--- config.mk ---
export PLATFORM = sky130hd
export DESIGN_NAME = bus_cycle_ctrl
export DESIGN_NICKNAME = d
export VERILOG_FILES = /design/src/rtl/bus_cycle_ctrl.sv
export SDC_FILE = /design/constraint.sdc
export NUM_CORES = 1
export LEC_CHECK = 0
export BUFFER_PORTS_ARGS = -buffer_cell sky130_fd_sc_hd__buf_4
export CAP_MARGIN = 25
export CORE_ASPECT_RATIO = 0.6
export CORE_UTILIZATION = 44
export CTS_CLUSTER_SIZE = 8
export DETAILED_ROUTE_END_ITERATION = 16
export MAX_ROUTING_LAYER = met4
export PLACE_DENSITY = 0.76
export SLEW_MARGIN = 20
export SYNTH_ARGS = -nofsm -noshare
export SYNTH_HDL_FRONTEND = slang
export SYNTH_SLANG_ARGS = --single-unit
--- constraint.sdc ---
create_clock -name clk -period 1.7 [get_ports clk]
set_input_delay 0.255 -clock clk [delete_from_list [all_inputs] [get_ports clk]]
set_output_delay 0.255 -clock clk [all_outputs]
set_load 0.005 [all_outputs]
--- src/rtl/bus_cycle_ctrl.sv ---
// bus_cycle_ctrl: 8086-style bus cycle sequencer with T1..T4/TW wait states and HOLD/HLDA arbitration.
module bus_cycle_ctrl (
  input  logic        clk,
  input  logic        rst,
  input  logic        req,
  input  logic        req_wr,
  input  logic        req_io,
  input  logic [19:0] req_addr,
  input  logic [15:0] req_wdata,
  input  logic        req_bhe_n,
  input  logic [1:0]  req_seg,
  output logic        ack,
  output logic [15:0] rdata,
  output logic [15:0] ad_out,
  output logic        ad_oe,
  input  logic [15:0] ad_in,
  output logic [3:0]  a_hi,
  output logic        bhe_n,
  output logic        ale,
  output logic        rd_n,
  output logic        wr_n,
  output logic        m_io,
  output logic        dt_r_n,
  output logic        den_n,
  output logic        bus_oe,
  input  logic        ready,
  input  logic        hold,
  output logic        hlda
);
  typedef enum logic [2:0] {IDLE, T1, T2, T3, TW, T4, HOLD} state_t;
  state_t state, state_nx;
  logic        wr_q, io_q, bhe_q;
  logic [19:0] addr_q;
  logic [15:0] wdata_q;
  logic [1:0]  seg_q;
  logic        in_cyc, data_ph;
  always_ff @(posedge clk)
    if (rst) state <= IDLE;
    else state <= state_nx;
  // request fields are captured on every entry to T1 so the bus never sees req* directly
  always_ff @(posedge clk)
    if (rst) begin
      wr_q    <= 1'b0;
      io_q    <= 1'b0;
      bhe_q   <= 1'b1;
      addr_q  <= '0;
      wdata_q <= '0;
      seg_q   <= '0;
    end else if (state_nx == T1) begin
      wr_q    <= req_wr;
      io_q    <= req_io;
      bhe_q   <= req_bhe_n;
      addr_q  <= req_addr;
      wdata_q <= req_wdata;
      seg_q   <= req_seg;
    end
  always_ff @(posedge clk)
    if (rst) rdata <= '0;
    else if ((state == T3 || state == TW) && ready && !wr_q) rdata <= ad_in;
  always_comb begin
    state_nx = state;
    case (state)
      IDLE:    state_nx = hold ? HOLD : req ? T1 : IDLE;
      T1:      state_nx = T2;
      T2:      state_nx = T3;
      T3, TW:  state_nx = ready ? T4 : TW;
      T4:      state_nx = hold ? HOLD : req ? T1 : IDLE;
      HOLD:    state_nx = hold ? HOLD : IDLE;
      default: state_nx = IDLE;
    endcase
  end
  assign in_cyc  = state inside {T1, T2, T3, TW, T4};
  assign data_ph = state inside {T2, T3, TW};
  assign ale     = state == T1;
  assign ack     = state == T4;
  assign hlda    = state == HOLD;
  assign bus_oe  = state != HOLD;
  assign ad_oe   = ale | (data_ph & wr_q);
  assign ad_out  = ale ? addr_q[15:0] : (data_ph & wr_q) ? wdata_q : 16'h0000;
  assign a_hi    = ale ? addr_q[19:16] : in_cyc ? {2'b00, seg_q} : 4'h0;
  assign bhe_n   = in_cyc ? bhe_q : 1'b1;
  assign rd_n    = !(data_ph & !wr_q);
  assign wr_n    = !(data_ph & wr_q);
  assign den_n   = !data_ph;
  assign m_io    = in_cyc ? !io_q : 1'b1;
  assign dt_r_n  = in_cyc ? wr_q : 1'b1;
endmodule

==> results of run 1 <==
[cell families (layout without fill, tap and decap cells)]
family	count (synthesis)	after routing	synth area share, %
AO/OA/AOI/OAI	112	112	23.94
XOR/XNOR	3	3	0.9504
buffers and inverters	37	163	6.380
flip-flops	60	60	43.44
multiplexers	16	16	5.792
AND/OR/NAND/NOR	95	95	19.50
[cell type report]
class,count,area [sq um]
Fill cell,420,1551
Multi-Input combinational cell,226,1484
Timing Repair Buffer,143,1222
Sequential cell,60,1207
Clock buffer,13,178.9
Tap cell,80,100.1
Clock inverter,3,42.54
Inverter,4,20.02
[repair_timing]
item                                    4_1_cts  5_1_grt
gates resized for setup                      22       29
pin swaps                                     3        7
hold buffers                                  0        0
endpoints found under the setup margin       25       40
cloned                                        2        0
buffers inserted                              5        9
[worst reg2reg max path, stage by stage (launching register included)]
cell and delay [ns]:
dfxtp_2 0.34, buf_8 0.16, or3b_2 0.48, buf_4 0.22, o21ai_0 0.23, a21oi_1 0.11
[through the flow]
step | std cells | area (sq um) | setup slack (ns) | hold WS [ns]
after CTS | 520 | 4076 | -0.2228 | 0.1643
after detailed placement | 497 | 3732 | 0.06225 | 0.4516
after global routing | 529 | 4255 | -0.2972 | 0.1698
after floorplan | 323 | 2765 | 0.05202 | 0.4027
final | 529 | 4255 | -0.2595 | 0.1700
after global placement | 497 | 3732 | 0.08773 | 0.4462
[state kept, by name (all words and copies together) (netlist names)]
register,cells
addr_q,20
rdata,16
wr_q,1
io_q,1
state,3
wdata_q,16
seg_q,2
bhe_q,1
[cell usage in the layout, fill, tap and decap left out, types with 2 or more instances in the layout]
| cell type | n |
|---|---|
| buf_4 | 117 |
| dfxtp_1 | 57 |
| a21oi_1 | 42 |
| nand3_1 | 41 |
| o21ai_0 | 40 |
| nand2b_1 | 34 |
| buf_6 | 19 |
| a22o_1 | 18 |
| mux2i_1 | 16 |
| clkbuf_8 | 13 |
| buf_12 | 5 |
| nand2_1 | 4 |
| a21oi_4 | 3 |
| o21ai_1 | 3 |
| inv_2 | 2 |
| nor3_4 | 2 |
| and2_4 | 2 |
| nor3b_2 | 2 |
| a31oi_1 | 2 |
| buf_8 | 2 |
| dfxtp_2 | 2 |
[layer usage]
layer	vias to the layer above	wire length [um]	track usage, %
met4	0	192	10.54
li1	1389	-	-
met5	-	0	-
met1	1393	3799	32.40
met3	24	696	8.799
met2	125	3975	39.40
[power by group through the flow]
stage	Sequential (mW)	Combinational, mW	Clock, mW
final	1.56	1.22	1.38
after global routing	1.57	1.31	1.46
after CTS	1.56	1.04	1.38
after detailed placement	1.59	0.948	0
after global placement	1.58	0.932	0
after floorplan	1.57	0.520	0
[path summary, 6_finish.rpt]
path	endpoint	start	depth (start not counted)
setup / recovery	ad_out[9]	state[1]$_SDFF_PP0_	5
hold / removal	wr_q$_SDFFE_PP0N_	req_wr	3
setup reg to reg	seg_q[1]$_SDFFE_PP0N_	state[1]$_SDFF_PP0_	5
hold reg to reg	bhe_q$_SDFFE_PP1N_	bhe_q$_SDFFE_PP1N_	1
==> summary.md, run 1 <==
| Metric | Value |
|---|---|
| DRT iter0 DRCs | `between 150 and 200` |
| Post-Syn Nets | `between 300 and 400` |
| Starting Density | `47.62%` |
| Drt first pass iters | `4` |
| Top cell type by total area after synthesis | `dfxtp_1` |
| Final Hold Vio Count | `0` |
| Most instantiated cells after synthesis | `60 x dfxtp_1, 44 x a21oi_1, 43 x o21ai_0, 41 x nand3_1, 35 x nand2b_1` |
| GRT Residual Overflow | `0` |
| HP Class | `in2reg` |
| Sum Neg Setup Slack | `-5.163 ns` |
| Clock tree buffer depth | `2` |
| Critical Path Max Stage Delay | `about 0.42 ns` |
| Post-route ant nets | `0` |
| Final core utilization | `~73%` |
| Layout Nets | `slightly above 500` |
| CTS tree | `built` |
| Startpoint Class | `register` |
| Sw frac | `between 20% and 30%` |
| Clk_skew | `0.008345 ns` |
| CTS buffer count | `9` |
| Avg Cell Area, Syn | `roughly 8.6 sq um` |
| Worst slew margin | `between 60% and 70%` |
| Cell area after synthesis | `2765 sq um` |
| Area Overhead vs Synth | `53.89%` |
| Setup slack after layout | `-0.2595 ns` |
| Data required, critical path | `roughly 1.4 ns` |
| Crit end category | `output pin` |
| DR vias | `between 2k and 3k` |
| CP delay by family, top | `simple AND/OR/NAND/NOR gates` |
| Critical path buffers and inverters | `2` |
| Post-synth EDFFs | `0` |
| Total power | `between 4 and 5 mW` |
| Unrepaired setup endpoints after global routing | `yes` |
| MaxCap Viol Count | `0` |
| First-pass GRT wire length | `between 10 and 15 mm` |
| Worst VDD drop | `about 0.47 mV` |
| Switching Power | `1.215 mW` |
| CORE AREA | `5807 sq um` |
| Max stage delay cell, worst path | `or3b_4` |
| DP HPWL | `between 5 and 6 mm` |
| Leakage | `between 1.5 and 2 nW` |
| Syn. warnings | `0` |
| Worst-path maximum fanout | `11` |
| Routability Congestion | `between 0.7 and 0.8` |
| Cells after synthesis | `between 300 and 400` |
| Most frequent cell after synthesis | `dfxtp_1` |
| Register bit total from synthesis | `60` |
| DR WL/cell | `around 16 um` |
| Clock network fraction of design power | `33.2%` |
| Outcome | `complete, but fails checks` |
| Clock tree sinks | `60` |
| Clock slew at reported path FFs | `0.07 ns` |
| Largest cells by area after synthesis | `dfxtp_1 43%, a21oi_1 8.0%, nand2b_1 7.9%` |
| Fmax | `510.3 MHz` |
| Die Height | `around 63 um` |
| Setup CP Type | `reg2out` |
| Io pins | `about 110` |
| Unique masters post-synth | `31` |
| Worst-Margin Slew | `0.5781 ns` |
| # diodes | `0` |
| Asr flop ratio synth | `0%` |
| Die X | `between 100 and 150 um` |
| Latest clock arrival within the worst-skew pair | `roughly 0.34 ns` |
| H-tree levels | `3` |
| Vias in the first global route | `approximately 2.7k` |
| DRC | `0` |
| Fin crit share | `115.3%` |
| Flop pwr share | `37.5%` |
| Final WL | `8.664 mm` |
| Via/cell ratio | `5.541` |
| Antenna violations before repair | `0` |
| Setup violations, final | `30` |
| Critical Path, Cell by Cell | `or3b_4, a21oi_4, buf_12, a22o_1, buf_4` |
| Core Rows | `21` |
| Failing checks | `setup timing` |
| Gr usage total | `between 20% and 30%` |
| Pint | `between 2 and 3 mW` |
| Post-synthesis sequential area ratio | `between 40% and 50%` |
| Comb power frac | `between 20 and 30%` |
| Critical path arrival | `between 1.5 and 2 ns` |
| CTS Root Cell | `clkbuf_8` |
| Minimum clock period after layout | `around 2.0 ns` |
| Synth Flop Type | `dfxtp_1` |
| Die area | `6616 sq um` |
| PwrDens | `~980 nW/um^2` |
| Max-slew violations | `0` |
| Number of port buffers | `108` |
| Worst R2R Setup Slack | `~0.01 ns` |
| Share of cells above drive strength 1 | `between 40 and 50%` |
| Largest net degree at the start of global routing | `between 60 and 70` |
| Synth top area share | `43.44%` |
Note: power is estimated with default switching activity, not from simulation.
==> run 2, diff against run 1 <==
--- a/config.mk
+++ b/config.mk
@@ -11,7 +11,6 @@
 export CORE_UTILIZATION = 44
 export CTS_CLUSTER_SIZE = 8
 export DETAILED_ROUTE_END_ITERATION = 16
-export MAX_ROUTING_LAYER = met4
 export PLACE_DENSITY = 0.76
 export SLEW_MARGIN = 20
 export SYNTH_ARGS = -nofsm -noshare
==> summary.md, run 2 (synthesized netlist as in run 1, its figures left out) <==
| Metric | Value |
|---|---|
| Outcome | `complete, but fails checks` |
| Failing checks | `setup timing` |
| Number of port buffers | `108 (unchanged)` |
| Layout Nets | `506 (unchanged)` |
| # diodes | `0 (unchanged)` |
| Minimum clock period after layout | `1.968 ns (+0.008310 ns)` |
| Pint | `2.948 mW (about the same)` |
| Clock tree buffer depth | `2 (unchanged)` |
| Clock tree sinks | `60 (unchanged)` |
| Routability Congestion | `0.7861 (-1.4%)` |
| Clock network fraction of design power | `33.1% (about the same)` |
| Gr usage total | `25.45% (-0.77 points)` |
| DR WL/cell | `16.36 um (-0.14%)` |
| CTS tree | `built` |
| Die area | `6616 sq um (unchanged)` |
| Antenna violations before repair | `0 (unchanged)` |
| CORE AREA | `5807 sq um (unchanged)` |
| Clock slew at reported path FFs | `0.07 ns (about the same)` |
| Placed cells | `497 (unchanged)` |
| Sum Neg Setup Slack | `-5.064 ns (+0.09897 ns)` |
| Worst-path maximum fanout | `11 (unchanged)` |
| Largest net degree at the start of global routing | `68 (unchanged)` |
| DP HPWL | `5.523 mm (unchanged)` |
| Highest routed layer | `met4` |
| Flop pwr share | `37.6% (about the same)` |
| Setup CP Type | `reg2out` |
| Io pins | `109 (unchanged)` |
| PwrDens | `976.4 nW/um^2 (-0.20%)` |
| Core Rows | `21 (unchanged)` |
| Final Hold Vio Count | `0 (unchanged)` |
| Die X | `104.3 um (unchanged)` |
| Critical path arrival | `1.71 ns (about the same)` |
| Post-route ant nets | `0 (unchanged)` |
| DR WL met3 | `690 um (-0.86%)` |
| Sw frac | `29.04% (-0.15 points)` |
| Data required, critical path | `1.44 ns (about the same)` |
| Setup violations, final | `31 (+3.3%)` |
| Top reg by flops | `addr_q` |
| Drt first pass iters | `4 (unchanged)` |
| Startpoint Class | `register` |
| Via/cell ratio | `5.497 (-0.78%)` |
| Fin crit share | `115.8% (+0.49 points)` |
| Clk_skew | `0.008707 ns (+0.0003620 ns)` |
| Unrepaired setup endpoints after global routing | `yes` |
| Max-slew violations | `0 (unchanged)` |
| Area Overhead vs Synth | `53.89% (unchanged)` |
| Worst-Margin Slew | `0.5793 ns (+0.001188 ns)` |
| DRT iter0 DRCs | `151 (-6.2%)` |
| Post-Route M1 WL | `3.757 mm (-1.1%)` |
| Die Height | `63.41 um (unchanged)` |
| Setup slack after layout | `-0.2678 ns (-0.008310 ns)` |
| Final WL | `8.652 mm (-0.14%)` |
| HP Class | `in2reg` |
| Starting Density | `47.62% (unchanged)` |
| Commonest non-fill, non-tap cells in the layout | `117 x buf_4, 57 x dfxtp_1, 42 x a21oi_1` |
| Worst VDD drop | `0.4668 mV (-0.33%)` |
| DR vias | `2,908 (-0.78%)` |
| Latest clock arrival within the worst-skew pair | `0.34 ns (about the same)` |
| Share of cells above drive strength 1 | `40.98% (unchanged)` |
| Pre-CTS setup slack | `0.06225 ns (unchanged)` |
| MaxCap Viol Count | `0 (unchanged)` |
| Fmax | `508.2 MHz (-0.42%)` |
| CTS buffer count | `9 (unchanged)` |
| Routed wl met2 | `4.012 mm (+0.93%)` |
| Non-Filler Instances | `529 (unchanged)` |
| Vias in the first global route | `2,742 (+0.33%)` |
| Worst slew margin | `61.38% (-0.079 points)` |
| First-pass GRT wire length | `13.12 mm (-0.21%)` |
| Leakage | `1.733 nW (unchanged)` |
| Hold-fix buffers, CTS | `0 (unchanged)` |
| Max FFs per register | `20 (unchanged)` |
| Top flop regs | `addr_q: 20 flops, rdata: 16 flops, wdata_q: 16 flops` |
| Switching Power | `1.207 mW (-0.70%)` |
| CTS Root Cell | `clkbuf_8` |
| Crit end category | `output pin` |
| DRC | `0 (unchanged)` |
| H-tree levels | `3 (unchanged)` |
| Comb power frac | `29.3% (about the same)` |
| Most common cell after layout, fill and taps aside | `buf_4` |
| Total power | `4.155 mW (-0.20%)` |
| GRT Residual Overflow | `0 (unchanged)` |
[run 2: cell counts in the layout (fill, tap and decap cells not counted)]
No cell type changed its count.
[run 2: through the flow]
stage | hold WS, ns | utilization [%] | cell area [sq um]
2_1_floorplan | 0.4027 | - | 2765
3_3_place_gp | 0.4462 | 64.27 | 3732
3_5_place_dp | 0.4516 | 64.27 | 3732
4_1_cts | 0.1643 | 70.20 | 4076
5_1_grt | 0.1698 | 73.28 | 4255
6_report | 0.1718 | 73.28 | 4255
[run 2: critical path, cell delays in order (launching register included)]
cell and delay (ns):
dfxtp_2 0.34, or3b_4 0.42, a21oi_4 0.18, buf_12 0.15, a22o_1 0.16, buf_4 0.12
[run 2: path summary, 6_finish.rpt]
| kind | from | to | slack, ns | depth (start not counted) |
|---|---|---|---|---|
| hold reg to reg | bhe_q$_SDFFE_PP1N_ | bhe_q$_SDFFE_PP1N_ | 0.47 | 1 |
| setup / recovery | state[1]$_SDFF_PP0_ | ad_out[9] | -0.27 | 5 |
| hold / removal | req_wr | wr_q$_SDFFE_PP0N_ | 0.17 | 3 |
| setup reg to reg | state[1]$_SDFF_PP0_ | seg_q[1]$_SDFFE_PP0N_ | 0 | 5 |
[run 2: layer usage]
| metal | track usage [%] | vias up |
|---|---|---|
| met1 | 32.20 | 1369 |
| met2 | 39.57 | 131 |
| met4 | 10.54 | 0 |
| met5 | 0 | - |
| met3 | 8.799 | 22 |
| li1 | - | 1386 |
[run 2: timing repair]
item / in CTS / in global routing
setup buffers: 5 / 9
gates resized for setup: 22 / 29
endpoints found under the hold margin: 0 / 0
setup endpoints to repair: 25 / 40
cloned: 2 / 0
pin swaps: 3 / 7
[run 2: power by group through the flow]
stage          clock network [mW]  logic, mW  registers (mW)
2_1_floorplan                   0      0.520            1.57
3_3_place_gp                    0      0.932            1.58
3_5_place_dp                    0      0.948            1.59
4_1_cts                      1.38       1.04            1.56
5_1_grt                      1.46       1.31            1.57
6_report                     1.38       1.22            1.56
[run 2: cell type report]
type	count	area (sq um)
clock buffers	13	178.9
clock inverters	3	42.54
fillers	420	1551
inverters	4	20.02
multi-input cells	226	1484
flip-flops and latches	60	1207
well taps	80	100.1
repair buffers	143	1222
